--- config.mk ---
export PLATFORM = sky130hd
export DESIGN_NAME = i2c_frame_counter
export DESIGN_NICKNAME = d
export VERILOG_FILES = /design/src/rtl/i2c_frame_counter.sv
export SDC_FILE = /design/constraint.sdc
export NUM_CORES = 1
export LEC_CHECK = 0
export CAP_MARGIN = 20
export CORE_MARGIN = 5
export CORE_UTILIZATION = 40
export CTS_BUF_LIST = sky130_fd_sc_hd__clkbuf_4 sky130_fd_sc_hd__clkbuf_8 sky130_fd_sc_hd__clkbuf_16
export DETAILED_ROUTE_END_ITERATION = 10
export GPL_TIMING_DRIVEN = 0
export SETUP_SLACK_MARGIN = 0.5
export SYNTH_ARGS = -nofsm -noshare
export SYNTH_HDL_FRONTEND = slang
export SYNTH_SLANG_ARGS = --single-unit
export TNS_END_PERCENT = 50
--- constraint.sdc ---
create_clock -name i_clk -period 2.1 [get_ports i_clk]
set_clock_uncertainty 0.2 [all_clocks]
set_input_delay 0.21 -clock i_clk [delete_from_list [all_inputs] [get_ports i_clk]]
set_output_delay 0.21 -clock i_clk [all_outputs]
set_load 0.02 [all_outputs]
--- src/rtl/i2c_frame_counter.sv ---
// ---------------------------------------------------------------------------
// i2c_frame_counter
//   Single-clock I2C subordinate bus framer. Raw SCL/SDA are synchronised and
//   glitch-filtered on i_clk, START / repeated START / STOP are detected on the
//   filtered lines, and each frame is tracked as DATA_BITS data bits plus one
//   ACK slot. Completed bytes are presented on o_data_byte and counted per
//   transaction.
//
//   state | meaning
//   ------+-----------------------------------------------------------------
//   IDLE  | bus free, SCL edges ignored, waiting for START
//   DATA  | shifting data bits on SCL rises, bit count 0..DATA_BITS
//   ACK   | ACK clock of the frame; SCL rise samples ACK, SCL fall ends frame
//
// Ports
//   i_clk        system clock, all logic on posedge
//   i_rst        synchronous active-high reset
//   i_enable     0 holds the framer cleared, same effect as reset
//   i_scl_in     raw SCL pin
//   i_sda_in     raw SDA pin
//   o_start_det  1-cycle pulse on START or repeated START
//   o_stop_det   1-cycle pulse on STOP
//   o_busy       high from START until STOP
//   o_bit_cnt    data bits sampled in the current frame, 0..DATA_BITS
//   o_ack_slot   high during the ACK clock of the frame
//   o_byte_done  1-cycle pulse when a full byte has been received
//   o_data_byte  last completed byte, MSB first
//   o_ack_bit    SDA sampled on the ACK-slot SCL rise (0 = ACK)
//   o_ack_valid  1-cycle pulse when o_ack_bit updates
//   o_byte_cnt   bytes completed since the last START, wraps
// ---------------------------------------------------------------------------
module i2c_frame_counter #(
   parameter int SYNC_STAGES = 2,
   parameter int FILTER_LEN  = 3,
   parameter int DATA_BITS   = 8,
   parameter int BYTE_CNT_W  = 8
) (
   input  logic                           i_clk,
   input  logic                           i_rst,
   input  logic                           i_enable,
   input  logic                           i_scl_in,
   input  logic                           i_sda_in,
   output logic                           o_start_det,
   output logic                           o_stop_det,
   output logic                           o_busy,
   output logic [$clog2(DATA_BITS+1)-1:0] o_bit_cnt,
   output logic                           o_ack_slot,
   output logic                           o_byte_done,
   output logic [DATA_BITS-1:0]           o_data_byte,
   output logic                           o_ack_bit,
   output logic                           o_ack_valid,
   output logic [BYTE_CNT_W-1:0]          o_byte_cnt
);

   localparam int BCW    = $clog2(DATA_BITS + 1);
   localparam int FCNT_W = $clog2(FILTER_LEN + 1);
   localparam logic [FCNT_W-1:0] FCNT_LAST = FCNT_W'(FILTER_LEN - 1);
   localparam logic [BCW-1:0]    BIT_LAST  = BCW'(DATA_BITS - 1);
   localparam logic [BCW-1:0]    BIT_FULL  = BCW'(DATA_BITS);

   typedef enum logic [1:0] {
      S_IDLE = 2'd0,
      S_DATA = 2'd1,
      S_ACK  = 2'd2
   } state_t;

   // index 0 = SCL, index 1 = SDA
   logic                          w_clr;
   logic [1:0]                    w_raw;
   logic [1:0][SYNC_STAGES-1:0]   r_sync;
   logic [1:0][FCNT_W-1:0]        r_fcnt;
   logic [1:0]                    r_filt;
   logic [1:0]                    r_prev;

   logic                          w_scl_rise;
   logic                          w_scl_fall;
   logic                          w_scl_steady_hi;
   logic                          w_start;
   logic                          w_stop;
   logic                          w_sda;
   logic [DATA_BITS-1:0]          w_shift_next;

   state_t                        r_state;
   logic [DATA_BITS-2:0]          r_shift;

   assign w_clr = i_rst | ~i_enable;
   assign w_raw = {i_sda_in, i_scl_in};

   // Synchroniser and filter preload high so the bus looks idle after clear,
   // which keeps a spurious START from appearing when clear releases.
   always_ff @(posedge i_clk) begin
      if (w_clr) begin
         r_sync <= '1;
         r_fcnt <= '0;
         r_filt <= 2'b11;
         r_prev <= 2'b11;
      end else begin
         for (int i = 0; i < 2; i++) begin
            r_sync[i] <= {r_sync[i][SYNC_STAGES-2:0], w_raw[i]};
            if (r_sync[i][SYNC_STAGES-1] != r_filt[i]) begin
               if (r_fcnt[i] == FCNT_LAST) begin
                  r_filt[i] <= r_sync[i][SYNC_STAGES-1];
                  r_fcnt[i] <= '0;
               end else begin
                  r_fcnt[i] <= r_fcnt[i] + 1'b1;
               end
            end else begin
               r_fcnt[i] <= '0;
            end
         end
         r_prev <= r_filt;
      end
   end

   assign w_sda           = r_filt[1];
   assign w_scl_rise      = r_filt[0] & ~r_prev[0];
   assign w_scl_fall      = ~r_filt[0] & r_prev[0];
   // SCL must be high now and before, so a simultaneous SCL/SDA change is data.
   assign w_scl_steady_hi = r_filt[0] & r_prev[0];
   assign w_start         = w_scl_steady_hi & r_prev[1] & ~r_filt[1];
   assign w_stop          = w_scl_steady_hi & ~r_prev[1] & r_filt[1];
   assign w_shift_next    = {r_shift, w_sda};

   always_ff @(posedge i_clk) begin
      if (w_clr) begin
         r_state     <= S_IDLE;
         r_shift     <= '0;
         o_start_det <= 1'b0;
         o_stop_det  <= 1'b0;
         o_busy      <= 1'b0;
         o_bit_cnt   <= '0;
         o_ack_slot  <= 1'b0;
         o_byte_done <= 1'b0;
         o_data_byte <= '0;
         o_ack_bit   <= 1'b0;
         o_ack_valid <= 1'b0;
         o_byte_cnt  <= '0;
      end else begin
         o_start_det <= 1'b0;
         o_stop_det  <= 1'b0;
         o_byte_done <= 1'b0;
         o_ack_valid <= 1'b0;
         if (w_stop) begin
            // partial byte is dropped; data, count and ack keep their values
            o_stop_det <= 1'b1;
            r_state    <= S_IDLE;
            o_busy     <= 1'b0;
            o_bit_cnt  <= '0;
            o_ack_slot <= 1'b0;
         end else if (w_start) begin
            o_start_det <= 1'b1;
            r_state     <= S_DATA;
            o_busy      <= 1'b1;
            o_bit_cnt   <= '0;
            o_byte_cnt  <= '0;
            o_ack_slot  <= 1'b0;
            r_shift     <= '0;
         end else begin
            case (r_state)
               S_DATA: begin
                  if (w_scl_rise && (o_bit_cnt != BIT_FULL)) begin
                     r_shift   <= w_shift_next[DATA_BITS-2:0];
                     o_bit_cnt <= o_bit_cnt + 1'b1;
                     if (o_bit_cnt == BIT_LAST) begin
                        o_data_byte <= w_shift_next;
                        o_byte_done <= 1'b1;
                        o_byte_cnt  <= o_byte_cnt + 1'b1;
                     end
                  end else if (w_scl_fall && (o_bit_cnt == BIT_FULL)) begin
                     r_state    <= S_ACK;
                     o_ack_slot <= 1'b1;
                  end
               end
               S_ACK: begin
                  if (w_scl_rise) begin
                     o_ack_bit   <= w_sda;
                     o_ack_valid <= 1'b1;
                  end else if (w_scl_fall) begin
                     r_state    <= S_DATA;
                     o_bit_cnt  <= '0;
                     o_ack_slot <= 1'b0;
                  end
               end
               default: ;
            endcase
         end
      end
   end

endmodule
==> results of run 1 <==
==> per-layer routing <==
metal | share of wire (%) | track usage (%) | vias to the layer above
met5 | 0 | 0 | -
met1 | 48 | 17.3 | 709
met3 | 3.6 | 3.36 | 6
met4 | 1.5 | 5.07 | 0
met2 | 46 | 20.9 | 26
li1 | - | - | 794
==> per-stage QoR <==
step	power (uW)	instances	setup slack (ns)
after floorplan	930	207	0.501
after global placement	945	305	0.0351
after detailed placement	945	305	0.0345
after CTS	1500	317	0.382
after global routing	1540	320	0.391
final	1490	320	0.464
==> worst max-delay path, delay by kind of cell (launching register included) <==
family / cells / cell delay [ns]
buffers and inverters: 3 / 0.44
AO/OA/AOI/OAI: 1 / 0.05
flip-flops: 1 / 0.32
AND/OR/NAND/NOR: 3 / 0.50
==> flip-flops by register name, summed over array words and instances (netlist names), 2 cells and up <==
name and cells:
o_data_byte 8, o_bit_cnt 4, r_fcnt 4, r_prev 2, r_sync 4, r_filt 2, o_byte_cnt 8, r_shift 7
==> final cells by class <==
cell class / instances / area, sq um / area share, %
buffer: 11 / 97.6 / 3.63
clock buffer: 5 / 68.8 / 2.56
clock inverter: 3 / 22.5 / 0.838
inverter: 5 / 18.8 / 0.699
multi-input combinational: 145 / 1040 / 38.9
sequential: 47 / 946 / 35.2
tap: 67 / 83.8 / 3.12
timing repair buffer: 37 / 404 / 15.0
==> logic make-up (layout without fill, tap and decap cells) <==
kind of cell             Yosys count  in the layout  synth area share [%]
AND/OR/NAND/NOR                   96             97                  27.6
XOR/XNOR                          10             10                  4.44
adder cells (fa/ha/maj)            5              5                  3.17
flip-flops                        47             47                  47.7
AO/OA/AOI/OAI                     22             22                  6.84
multiplexers                      11             11                  5.58
buffers and inverters             16             61                  4.69
==> placed cells by master (no fill, tap or decap), types with 3 or more instances in the layout <==
cell type / instances
sky130_fd_sc_hd__clkbuf_2: 3
sky130_fd_sc_hd__and2_1: 9
sky130_fd_sc_hd__nand2b_1: 8
sky130_fd_sc_hd__xnor2_1: 8
sky130_fd_sc_hd__nor3_1: 5
sky130_fd_sc_hd__nor2_1: 21
sky130_fd_sc_hd__dfxtp_1: 43
sky130_fd_sc_hd__nor4_1: 4
sky130_fd_sc_hd__nand4_1: 3
sky130_fd_sc_hd__dlymetal6s2s_1: 13
sky130_fd_sc_hd__a21oi_1: 8
sky130_fd_sc_hd__nand3_1: 4
sky130_fd_sc_hd__mux2i_1: 11
sky130_fd_sc_hd__nand2_1: 17
sky130_fd_sc_hd__ha_1: 4
sky130_fd_sc_hd__nand2_2: 5
sky130_fd_sc_hd__nand2_4: 4
sky130_fd_sc_hd__dlygate4sd2_1: 11
sky130_fd_sc_hd__inv_1: 5
sky130_fd_sc_hd__buf_4: 5
sky130_fd_sc_hd__a21oi_2: 4
sky130_fd_sc_hd__dfxtp_2: 4
sky130_fd_sc_hd__clkbuf_8: 6
sky130_fd_sc_hd__clkdlybuf4s50_1: 7
==> where the power goes <==
group	switching [uW]	internal, uW
clock network	322	239
logic	18.9	12.4
registers	0.805	893
total	341	1140
==> worst paths after layout <==
check,end,slack (ns),cells past startpoint
max,o_data_byte[0]$_SDFFE_PP0P_,0.46,7
min,r_fcnt[0]$_SDFF_PP0_,0.22,1
min reg2reg,r_fcnt[0]$_SDFF_PP0_,0.22,1
max reg2reg,o_data_byte[0]$_SDFFE_PP0P_,0.46,7
==> timing repair <==
item	in CTS	in global routing
setup buffers	3	2
pin swaps	5	9
endpoints found under the setup margin	59	47
cloned	1	1
resized for setup	25	29
hold buffers	0	0
==> results list, run 1 <==
- Run status: finished clean
- Data arrives at the worst endpoint at around 1.6 ns.
* Net Count, Synth: 217
* Highest ir drop seen on vdd: about 0.00045 V
* Core region area: roughly 4800 sq um
* Number of DRC violations after detailed routing: 0
* Clock sinks: between 40 and 50
- Among all cell types in the netlist, the one instantiated most often is sky130_fd_sc_hd__dfxtp_1.
- Global route total overflow: 0
- The share of the Yosys chip area taken by registers is between 40% and 50%.
* Count of max-cap constraint violations: 0
- Yosys warnings: 0
- Of the available clock period, the critical path in the final layout requires 77.9%.
* PwrDens: 553 nW/um^2
* Dominant cell type by area after synthesis: sky130_fd_sc_hd__dfxtp_1
* Detailed placement HPWL: 2.76 mm
- Once placement finished, the instance area stood at approximately 2400 sq um.
* Share of the core filled with cells in the final layout: between 50% and 60%
- Crit-path max cell delay: 0.32 ns
- Summed over all cells, the static leakage comes to roughly 0.0013 uW.
- Pin count of the biggest net entering global routing: 17
- Ordered list of cells on the worst path: buf_6, nand4bb_4, buf_8, or2_4, clkbuf_16, nand2_4, a21oi_1
* Port Buffers: 31
- Via count of the first global-routing pass: 1404
- Cell count after synthesis: 207
- Pin placement for this block handled 32 I/O pins.
- The number of max-slew violations in the final report was 0.
* Worst Setup SP: r_prev[0]$_SDFF_PP1_
- The worst setup path is captured at a flop.
- After the last flow step, the layout net total stands at between 200 and 300.
- Critical-path maximum fanout: 8
* Synth Register Bits: between 40 and 50
* Cell type of the slowest stage on the worst timing path: sky130_fd_sc_hd__dfxtp_2
* Number of distinct standard cells referenced by the synthesized netlist: slightly above 40
- Critical path required time: 2.09 ns
* Y dimension of the die: approximately 80 um
- Setup repair after global routing could not meet its margin everywhere.
- By area the synthesized netlist is led by sky130_fd_sc_hd__dfxtp_1 48%, sky130_fd_sc_hd__mux2i_1 5.6%, sky130_fd_sc_hd__nand2_1 4.6%, sky130_fd_sc_hd__nor2_1 4.0%, sky130_fd_sc_hd__xnor2_1 3.5%.
* Relative slew slack: roughly 67%
- In the final layout, the share of cells above drive strength 1 is 21.3%.
* Total setup violations reported at the end of the flow: 0
- Fraction of registers with async set/reset: 0%
- Number of hold violations in the final report: 0
- Clock Root Buffer: sky130_fd_sc_hd__clkbuf_8
* Final weighted congestion of routability-driven global placement: a little under 0.8
- Area added between synthesis and finish: 36.1%
- For the worst-skew pair, the clock arrives at the later sink with an insertion delay of ~0.3 ns.
* Cell area after synthesis: 1970 sq um
* Cell area after layout: ~2700 sq um
- The final layout contains routed wiring with a total length of 4.08 mm.
- TritonCTS built the clock tree.
* Antenna violations before repair: 0
- For the pin with the worst max-slew slack, the measured transition is 0.489 ns.
- Fill cells in the final layout number roughly 450.
- Longest Clk Path Bufs: 2
- After detailed routing, the average wire length per cell comes to 12.7 um.
* Antenna diode count: 0
- For the final routed database, the setup TNS stands at 0 ns.
- The first detailed-routing pass took 4 iterations.
* Initial cell density of the core: between 40 and 50%
- Highest clock frequency the design can meet: a little over 0.6 GHz
* Total number of H-tree levels: 2
- Number of CTS-inserted buffers: 5
- The most used flip-flop cell after synthesis is sky130_fd_sc_hd__dfxtp_1.
- Syn Area/Cell: ~9.5 sq um
* Worst hold margin: 0.221 ns
- Ranking of synthesized cells by instance count: 47 x sky130_fd_sc_hd__dfxtp_1, 24 x sky130_fd_sc_hd__nand2_1, 21 x sky130_fd_sc_hd__nor2_1
- Num rows: 25
- In the routed layout, each cell is associated on average with a via count of around 4.8.
- Total vias in the final route: 1535
- Critical hold path startpoint: r_fcnt[0]$_SDFF_PP0_
- After clock tree synthesis, the clock-pin slew on the worst setup and hold paths is approximately 0.090 ns.
- Worst reg2reg startpoint: r_prev[0]$_SDFF_PP1_
- The first global-routing pass estimated between 6 and 7 mm of wire.
- Once detail routing completed, the nets flagged for antenna violations numbered 0.
- Die Area: ~6400 sq um
- Crit Path Class: flop to flop
* Number of enable flip-flop cells after synthesis: 0
- Critical path launch point type: flop
* Class of the tightest hold or removal check: flop to flop
* Portion of synthesized cell area occupied by the leading cell type: approximately 48%
- The worst path needs 1.64 ns of the cycle, external delays included.
- For this block, the initial DRC count from the detailed router was 90.
- GRT Overall Usage: between 10% and 20%
- Measured along the x axis, the die boundary spans 80.3 um.
(Power assumes the default switching activity.)
==> inputs of run 2 (changes only) <==
--- a/config.mk
+++ b/config.mk
@@ -11,6 +11,7 @@
 export CTS_BUF_LIST = sky130_fd_sc_hd__clkbuf_4 sky130_fd_sc_hd__clkbuf_8 sky130_fd_sc_hd__clkbuf_16
 export DETAILED_ROUTE_END_ITERATION = 10
 export GPL_TIMING_DRIVEN = 0
+export PLACE_DENSITY = 0.65
 export SETUP_SLACK_MARGIN = 0.5
 export SYNTH_ARGS = -nofsm -noshare
 export SYNTH_HDL_FRONTEND = slang
==> constraint.sdc (replaced) <==
create_clock -name i_clk -period 1.4 [get_ports i_clk]
set_clock_uncertainty 0.2 [all_clocks]
set_input_delay 0.14 -clock i_clk [delete_from_list [all_inputs] [get_ports i_clk]]
set_output_delay 0.14 -clock i_clk [all_outputs]
set_load 0.02 [all_outputs]
==> run 2 against run 1 <==
The run now ends with hold timing, setup timing left; critical path depth unchanged; sequential share of layout area down 4.2 points; clock-buffer cell count up 2; first-iteration DRC count down 63%; final cell count up 8.1%; non-clock buffer count up 26; register-to-register slack worse by 0.66 ns; largest power group unchanged.
==> results list, run 2 (synthesis results as in run 1) <==
* Most common cell after layout, fill and taps aside: sky130_fd_sc_hd__buf_4 (was sky130_fd_sc_hd__dfxtp_1)
- The number of nets in the finished design is 288 (was 262).
* Clock slew seen by the registers of the worst setup and hold paths: 0.09 ns (about the same)
- The largest net degree at the start of global routing was 15 (was 17).
* Critical path's most frequent cell: sky130_fd_sc_hd__buf_6
* Minimum setup slack among reg-to-reg paths: -0.20 ns (was 0.46 ns)
* Class of the tightest hold or removal check: input port to flop (was flop to flop)
- The overall die width came to 80.3 um (unchanged).
- Relative slew slack: 78.6% (was 66.9%)
- The CTS tree was built (unchanged).
- The category of the worst setup path launch point is a flop (unchanged).
- The path type of the worst setup path is flop to flop (unchanged).
* Routed wire length: 4.87 mm (was 4.08 mm)
- The layer with the highest usage is met2 (unchanged).
- Clock share of power: 40.7% (was 37.7%)
* Area added between synthesis and finish: 61.6% (was 36.1%)
* Fraction of final layout cells with drive strength greater than 1: 52.3% (was 21.3%)
- Antenna violations before repair: 0 (unchanged)
* Number of placed instances with taps included: 305 (unchanged)
* Critical path required time: 1.39 ns (was 2.09 ns)
- The effective utilization at floorplan came to 41.5% (unchanged).
- The number of global-route vias before repair is 1680 (was 1404).
- Number of iterations in the first detailed-routing pass: 4 (unchanged)
- The post-layout worst setup margin is -0.197 ns (was 0.464 ns).
- The count of filler cells inserted in the layout is 384 (was 446).
- The aggregate negative setup slack is -4.76 ns (was 0 ns).
- Count of pins over their slew limit: 0 (unchanged)
- Longest Clk Path Bufs: 2 (unchanged)
- Count of max-cap constraint violations: 0 (unchanged)
- Largest registers ranked by flip-flop count: o_byte_cnt (8), o_data_byte (8), r_shift (7) (unchanged).
* Period Utilization, post-route: 114% (was 77.9%)
* GRT Overall Usage: 15.9% (was 13.3%)
* Combinational power share: 2.7% (was 2.1%)
* Cell type group with the largest total delay on the critical path: simple AND/OR/NAND/NOR gates (unchanged)
- Share of total power in sequential cells: 56.6% (was 60.1%)
- Total vias in the final route: 1681 (was 1535)
* Number of CTS-inserted buffers: 5 (unchanged)
- Clock sinks: 47 (unchanged)
* Most frequent cells in the layout: 32 x sky130_fd_sc_hd__buf_4, 29 x sky130_fd_sc_hd__buf_6, 25 x sky130_fd_sc_hd__dfxtp_1 (was 43 x sky130_fd_sc_hd__dfxtp_1, 21 x sky130_fd_sc_hd__nor2_1, 17 x sky130_fd_sc_hd__nand2_1)
- The number of top-level pins is 32 (unchanged).
* Violations in the final reports: hold timing, setup timing
- Number of DRC violations after detailed routing: 0 (unchanged)
- The detailed placement HPWL was 2.65 mm (was 2.76 mm).
* Num rows: 25 (unchanged)
- The global-route wire length before repair came to 7.93 mm (was 6.60 mm).
- The met2 global-route usage came to 26.4% (was 20.9%).
- The count of nets left with antenna violations after detail routing is 0 (unchanged).
- The standard cell with the maximum stage delay on the critical path was sky130_fd_sc_hd__dfxtp_2 (unchanged).
- The number of buffers added on ports is 31 (unchanged).
* Transition at the pin with the smallest max-transition slack: 0.321 ns (was 0.489 ns)
* Violation count after the first detailed-routing iteration: 33 (was 90)
- The routing usage on met1 was 20.4% (was 17.3%).
* Highest clock frequency the design can meet: 0.626 GHz (was 0.611 GHz)
- The weighted congestion reported at the end of routability-driven placement is 0.761 (was 0.787).
- Critical-path maximum fanout: 10 (was 8)
- The maximum level of the CTS H-tree came to 2 (unchanged).
* Non-filler cells in the finished layout: 346 (was 320)
* Clk Latency, worst-skew pair: 0.30 ns (about the same)
- The fraction of power spent switching nets was 20.7% (was 23.0%).
- The buffer cell driving the clock tree root was sky130_fd_sc_hd__clkbuf_8 (unchanged).
- Data arrival time of the critical path: 1.59 ns (was 1.63 ns)
* Total net switching power: 484 uW (was 341 uW)
- The met3 capacity usage during global routing came to 3.70% (was 3.36%).
* Critical path buffer and inverter count: 3 (unchanged)
- CTS Hold Bufs: 0 (unchanged)
- Unrepaired setup endpoints after global routing: true (unchanged).
* Number of hold violations in the final report: 1 (was 0)
- Ordered list of cells on the worst path: buf_6, nand4bb_1, buf_6, or2_4, buf_6, nand2_1, a21oi_1 (was buf_6, nand4bb_4, buf_8, or2_4, clkbuf_16, nand2_4, a21oi_1)
- The number of setup violations in the final report was 31 (was 0).
* PwrDens: 733 nW/um^2 (was 553 nW/um^2)
* Core region area: 4750 sq um (unchanged)
- Run status: finished, violations left (was finished clean).
- The cell area after placement is 2440 sq um (was 2390 sq um).
* Y dimension of the die: 80.3 um (unchanged)
- The antenna diode count came to 0 (unchanged).
- The combined area of the multi-input logic cells came to 1250 sq um (was 1040 sq um).
- The final routed wire length divided by cell count is 14.1 um (was 12.7 um).
- Kind of end point of the critical path: flop (unchanged)
- Setup slack after placement: -0.560 ns (was 0.0345 ns)
- Worst hold margin: -0.0226 ns (was 0.221 ns)
- The cell area after layout came to 3190 sq um (was 2690 sq um).
- Die Area: 6440 sq um (unchanged)
* Crit-path max cell delay: 0.32 ns (about the same)
- The internal cell power is 1860 uW (was 1140 uW).
* Highest ir drop seen on vdd: 0.000460 V (was 0.000446 V)
* Seq. cell area: 988 sq um (was 946 sq um)
* Vias per std cell: 4.86 (was 4.80)
- The final critical path time including I/O delays and setup came to 1.60 ns (was 1.64 ns).
- The total global routing overflow came to 0 (unchanged).
* Leakage Power: 0.00133 uW (was 0.00129 uW)
## run 2: cell count changes in the layout (fill, tap and decap cells not counted), moves of 6 or more
cell | previous run | this run
sky130_fd_sc_hd__and2_1 | 9 | 3
sky130_fd_sc_hd__and2_4 | 0 | 6
sky130_fd_sc_hd__buf_4 | 5 | 32
sky130_fd_sc_hd__buf_6 | 2 | 29
sky130_fd_sc_hd__dfxtp_1 | 43 | 25
sky130_fd_sc_hd__dfxtp_2 | 4 | 14
sky130_fd_sc_hd__dfxtp_4 | 0 | 8
sky130_fd_sc_hd__dlygate4sd2_1 | 11 | 0
sky130_fd_sc_hd__dlymetal6s2s_1 | 13 | 2
## run 2: worst paths after layout
path / endpoint / depth (start not counted) / start
max reg2reg: o_data_byte[1]$_SDFFE_PP0P_ / 7 / r_prev[0]$_SDFF_PP1_
max: o_data_byte[1]$_SDFFE_PP0P_ / 7 / r_prev[0]$_SDFF_PP1_
min reg2reg: r_sync[1]$_SDFF_PP1_ / 1 / r_sync[0]$_SDFF_PP1_
min: r_prev[0]$_SDFF_PP1_ / 3 / i_rst
## run 2: repair_timing
item,CTS,global route
endpoints found under the hold margin,0,1
pin swaps,21,31
gates resized for setup,207,42
buffers inserted,24,6
setup endpoints to repair,74,74
cloned,2,1
## run 2: area by class of cell
class                           count  area share (%)
Inverter                            5           0.745
Tap cell                           67            2.63
Multi-Input combinational cell    145            39.3
Clock buffer                        7            3.37
Sequential cell                    47            31.0
Timing Repair Buffer               63            19.1
Buffer                             11            3.69
Clock inverter                      1           0.157
## run 2: tightest hold or removal path, stage by stage
cell                             delay [ns]
sky130_fd_sc_hd__dlymetal6s2s_1        0.15
sky130_fd_sc_hd__nor2b_4               0.07
sky130_fd_sc_hd__nand2b_1              0.08
## run 2: power by group through the flow
stage | combinational, uW | sequential, uW | clock [uW]
2_1_floorplan | 23.9 | 1360 | 0
3_5_place_dp | 45.4 | 1360 | 0
3_3_place_gp | 44.6 | 1360 | 0
5_1_grt | 67.0 | 1330 | 1060
6_report | 62.0 | 1320 | 953
4_1_cts | 53.5 | 1330 | 988
## run 2: per-layer routing
metal / wire length, um / part of all wire, %
met5: 0 / 0
met4: 79 / 1.6
met3: 177 / 3.6
met2: 2450 / 50
met1: 2160 / 44
## run 2: per-stage QoR
step	util (%)	total power, uW
floorplan	-	1390
global placement	51.4	1410
detailed placement	51.4	1410
CTS	62.2	2370
global route	67.1	2460
finish	67.1	2340
==> inputs of run 3 (changes only) <==
--- a/config.mk
+++ b/config.mk
@@ -13,6 +13,7 @@
 export GPL_TIMING_DRIVEN = 0
 export PLACE_DENSITY = 0.65
 export SETUP_SLACK_MARGIN = 0.5
+export SLEW_MARGIN = 20
 export SYNTH_ARGS = -nofsm -noshare
 export SYNTH_HDL_FRONTEND = slang
 export SYNTH_SLANG_ARGS = --single-unit
==> results of run 3 <==
No change in the layout: final DEF, timing and power equal those of run 2.
